--- src/rtl/tim_apb_master.sv ---
// Command-driven APB master feeding timer_top: one request in flight, SETUP/ACCESS sequencing,
// optional pready timeout, and a held response until the consumer accepts it.
module tim_apb_master #(
   parameter int unsigned ADDR_W      = 12,
   parameter int unsigned DATA_W      = 32,
   parameter int unsigned TIMEOUT_CYC = 16
) (
   input  logic                sys_clk,
   input  logic                sys_rst_n,
   input  logic                req_valid,
   output logic                req_ready,
   input  logic                req_write,
   input  logic [ADDR_W-1:0]   req_addr,
   input  logic [DATA_W-1:0]   req_wdata,
   input  logic [DATA_W/8-1:0] req_strb,
   input  logic                req_dbg,
   output logic                rsp_valid,
   input  logic                rsp_ready,
   output logic [DATA_W-1:0]   rsp_rdata,
   output logic                rsp_err,
   output logic                rsp_timeout,
   output logic                tim_psel,
   output logic                tim_penable,
   output logic                tim_pwrite,
   output logic [ADDR_W-1:0]   tim_paddr,
   output logic [DATA_W-1:0]   tim_pwdata,
   output logic [DATA_W/8-1:0] tim_pstrb,
   output logic                dbg_mode,
   input  logic                tim_pready,
   input  logic [DATA_W-1:0]   tim_prdata,
   input  logic                tim_pslverr
);

   localparam int unsigned CntW = (TIMEOUT_CYC > 0) ? $clog2(TIMEOUT_CYC + 1) : 1;
   localparam logic [CntW-1:0] CntLim = CntW'(TIMEOUT_CYC);

   typedef enum logic [1:0] {StIdle, StSetup, StAccess, StResp} state_e;

   state_e          state_q;
   logic [CntW-1:0] cnt_q;
   logic [CntW-1:0] cnt_inc;
   logic            timeout_hit;

   assign cnt_inc = cnt_q + CntW'(1);
   // Completion takes priority: the abort only fires on an edge where pready is low.
   assign timeout_hit = (TIMEOUT_CYC != 0) && !tim_pready && (cnt_inc == CntLim);

   always_ff @(posedge sys_clk or negedge sys_rst_n) begin
      if (!sys_rst_n) begin
         state_q     <= StIdle;
         cnt_q       <= '0;
         req_ready   <= 1'b1;
         rsp_valid   <= 1'b0;
         rsp_rdata   <= '0;
         rsp_err     <= 1'b0;
         rsp_timeout <= 1'b0;
         tim_psel    <= 1'b0;
         tim_penable <= 1'b0;
         tim_pwrite  <= 1'b0;
         tim_paddr   <= '0;
         tim_pwdata  <= '0;
         tim_pstrb   <= '0;
         dbg_mode    <= 1'b0;
      end else begin
         unique case (state_q)
            StIdle: begin
               if (req_valid && req_ready) begin
                  state_q     <= StSetup;
                  req_ready   <= 1'b0;
                  tim_psel    <= 1'b1;
                  tim_penable <= 1'b0;
                  tim_pwrite  <= req_write;
                  tim_paddr   <= req_addr;
                  tim_pwdata  <= req_write ? req_wdata : '0;
                  tim_pstrb   <= req_write ? req_strb : '0;
                  dbg_mode    <= req_dbg;
               end
            end
            StSetup: begin
               state_q     <= StAccess;
               tim_penable <= 1'b1;
               cnt_q       <= '0;
            end
            StAccess: begin
               if (tim_pready || timeout_hit) begin
                  state_q     <= StResp;
                  rsp_valid   <= 1'b1;
                  rsp_rdata   <= (tim_pready && !tim_pwrite) ? tim_prdata : '0;
                  rsp_err     <= tim_pready ? tim_pslverr : 1'b1;
                  rsp_timeout <= !tim_pready;
                  tim_psel    <= 1'b0;
                  tim_penable <= 1'b0;
                  tim_pwrite  <= 1'b0;
                  tim_paddr   <= '0;
                  tim_pwdata  <= '0;
                  tim_pstrb   <= '0;
               end
               if (TIMEOUT_CYC != 0) begin
                  cnt_q <= cnt_inc;
               end
            end
            StResp: begin
               if (rsp_ready) begin
                  state_q   <= StIdle;
                  rsp_valid <= 1'b0;
                  req_ready <= 1'b1;
               end
            end
            default: state_q <= StIdle;
         endcase
      end
   end

endmodule

--- config.mk ---
export PLATFORM = sky130hd
export DESIGN_NAME = tim_apb_master
export DESIGN_NICKNAME = d
export VERILOG_FILES = /design/src/rtl/tim_apb_master.sv
export SDC_FILE = /design/constraint.sdc
export NUM_CORES = 1
export LEC_CHECK = 0
export ABC_AREA = 1
export BUFFER_PORTS_ARGS = -buffer_cell sky130_fd_sc_hd__buf_2
export CAP_MARGIN = 20
export CORE_MARGIN = 2
export CORE_UTILIZATION = 49
export CTS_CLUSTER_DIAMETER = 200
export CTS_CLUSTER_SIZE = 28
export DETAILED_ROUTE_END_ITERATION = 10
export PLACE_DENSITY_LB_ADDON = 0.08
export SLEW_MARGIN = 20
export SYNTH_ARGS = -nofsm -noshare
export SYNTH_HDL_FRONTEND = slang
export SYNTH_SLANG_ARGS = --single-unit
--- constraint.sdc ---
create_clock -name sys_clk -period 2.25 [get_ports sys_clk]
set_input_delay 0.5625 -clock sys_clk [delete_from_list [all_inputs] [get_ports sys_clk]]
set_output_delay 0.5625 -clock sys_clk [all_outputs]
set_load 0.01 [all_outputs]
==> results.yml <==
status:
  status: "complete, no violations"
synth:
  synth_top_area_cell: "dfrtp_1"
  yosysTopAreaCellShare: 0.5271
  yosysUniqueCellTypes: 22
  syn_area_mm2: 0.004463
  synth_simple_gate_area_frac: 0.3342
  syn_inst: 528
  synth_adder_area_share: 0.01402
  synth_seq_area_share: 0.5329
  synth_xor_area_frac: 0
  synthMuxAreaShare: 0
  yosys_warnings: 0
  ys_ff_latch: 95
  avgSynthCellArea_um2: 8.453
  syn_nets: 621
  synth_compound_area_frac: 0.06140
  ys_top_cells_by_area: "dfrtp_1 (53%), nand2_1 (18%), nand4_1 (7.6%), o21ai_2 (3.9%), nor2_1 (3.4%)"
  synth_top_family_by_area: "simple AND/OR/NAND/NOR gates"
clocking:
  ctsResizeCount: 0
  clock_sinks: 95
  cts_setup_buffers: 0
  htree_num_levels: 3
  cts_buffer_depth: 2
  cts_buffers: 9
  cts_tree: "built"
  clkLatencyLatePin_ns: 0.35
  hold_buffers: 0
  clk_pin_slew_worst_paths_ns: 0.09
  cts_root_buf: "clkbuf_8"
routing:
  drc: 0
  routed_wl_um: 10910
  drt-met1-wl_um: 5000
  wl_met2_um: 5055
  wl_per_cell_um: 13.60
  drtIter0Drc: 150
  viasPerCell: 5.092
  first_pass_iters: 4
  vias: 4084
  top_layer: "met4"
  drtAntennaViolNets: 0
  wl_met3_um: 688
pwr:
  leakage_uw: 0.003349
  irDropWorstVdd_v: 0.0003318
  pwr_density_cell_mw_per_mm2: 565.8
grt:
  overflow: 0
  antenna_found_initial: 0
  gr-usage-all-layers: 0.2254
  grt_pass1_vias: 3798
  grt_pass1_wl_um: 18160
  grt_max_degree: 69
placement:
  gp_congestion: 0.8556
  port_buffers: 175
  dp.final_hpwl_um: 7503
  dp.cells: 786
sta:
  clock.fmax_mhz: 538.6
  final.setup.tns_ns: 0
  hold_violations: 0
  rsz0062_at_grt: "no"
  setup_viol: 0
  slew_violations: 0
  tightest_slew_ns: 0.6462
  post-route-period-util: 0.8251
  skew_ns: 0.01061
  relSlewSlack: 0.5692
  period_minus_slack_ns: 1.857
worst_setup_path:
  cp_max_fo: 15
  critPathLaunchType: "flop"
  r2r_cells: 10
  path_class: "flop to flop"
  cp-end-kind: "flop"
  crit_required_ns: 2.50
  cp.arrival_ns: 2.11
  timing.rr.end: "tim_pwdata[20]$_DFFE_PN0P_"
  r2r-start: "cnt_q[0]$_DFFE_PN0P_"
  rrSetupSlack_ns: 0.39
die:
  ios: 176
  initial_core_util: 0.5093
  rows: 34
  coreArea_mm2: 0.008763
  die_w_um: 99.44
  die_y_um: 99.44
  dieArea_mm2: 0.009887
finish:
  syn_to_final_growth_pct: 26.72
  mostFrequentLayoutCells: "nand2_1 (212), buf_2 (174), dfrtp_1 (94), nand4_1 (54), nor2_1 (39)"
  layout-drive-gt1-share: 0.3573
  final_common_cell: "nand2_1"
  fin_cells: 802
  diodes: 0
  nNetsFinal: 782
run:
  maxCapViolations: 0
min_path:
  holdCritPathClass: "input pin to async pin"
-- area by class of cell --
| class | count | area, µm² |
|---|---|---|
| fillers | 798 | 3108 |
| flip-flops and latches | 95 | 2379 |
| multi-input cells | 382 | 1833 |
| repair buffers | 189 | 1033 |
| clock buffers | 12 | 135.1 |
| well taps | 108 | 135.1 |
| clock inverters | 4 | 95.09 |
| inverters | 12 | 45.04 |
-- cell families (layout without fill, tap and decap cells) --
group	after synthesis	count (layout)
DFF	95	95
adders and majority gates	5	5
buffers and inverters	51	217
and+or+nand+nor	338	338
AOI/OAI and AO/OA	39	39
-- sequential cells by signal, indices dropped and copies added, names as in the netlist --
name and cells:
rsp_valid 1, rsp_timeout 1, rsp_rdata 32, tim_penable 1, cnt_q 5, tim_paddr 12
tim_psel 1, tim_pwrite 1, state_q 2, tim_pstrb 4, req_ready 1, dbg_mode 1
rsp_err 1, tim_pwdata 32
-- cell usage after synthesis (all sizes together) --
library cell    n
buf            24
clkbuf         15
dfrtp          94
dfstp           1
ha              5
inv            12
nand2         231
nand3          12
nand4          54
nor2           40
o21ai          37
o22ai           1
o31ai           1
or2             1
-- metrics by stage --
stage,util,hold slack (ns),worst slack (ns),area (µm²),power [µW]
floorplan,-,0.2669,0.6922,4463,1798
CTS,0.6453,0.2194,0.3714,5655,3233
detailed placement,0.6191,0.4530,0.3844,5425,1927
finish,0.6453,0.2087,0.3934,5655,3200
global placement,0.6191,0.4496,0.4491,5425,1926
global route,0.6453,0.2368,0.2292,5655,3322
-- worst max path at each step --
stage	startpoint	to	slack, ns	depth (start not counted)
2_1_floorplan	state_q[0]$_DFFE_PN0P_	state_q[0]$_DFFE_PN0P_	0.69	9
3_3_place_gp	cnt_q[0]$_DFFE_PN0P_	tim_pwdata[10]$_DFFE_PN0P_	0.45	10
3_5_place_dp	cnt_q[0]$_DFFE_PN0P_	tim_pwdata[20]$_DFFE_PN0P_	0.38	10
4_1_cts	cnt_q[0]$_DFFE_PN0P_	tim_pwdata[19]$_DFFE_PN0P_	0.37	10
5_1_grt	cnt_q[0]$_DFFE_PN0P_	tim_pwdata[16]$_DFFE_PN0P_	0.23	10
6_report	cnt_q[0]$_DFFE_PN0P_	tim_pwdata[20]$_DFFE_PN0P_	0.39	10
-- report_power, final --
group | internal, µW | switching [µW] | total, µW
logic | 80.8 | 104 | 185
registers | 1710 | 0 | 1710
clock network | 739 | 570 | 1310
total | 2530 | 674 | 3200
-- critical path, cell delays in order (launching register included) --
cell	delay [ns]
dfrtp_1	0.42
ha_1	0.25
nand3_1	0.09
nand2_1	0.06
nand2_2	0.09
nand3_4	0.08
nand3_2	0.08
nand3_2	0.26
buf_4	0.30
nand2_1	0.07
nand2_1	0.05
-- per-layer routing --
metal,GRT usage,up-vias
li1,-,2037
met3,0.04216,15
met2,0.3514,131
met4,0.09484,0
met5,0,-
met1,0.3113,1901
Power figures use the tool's default switching activity.
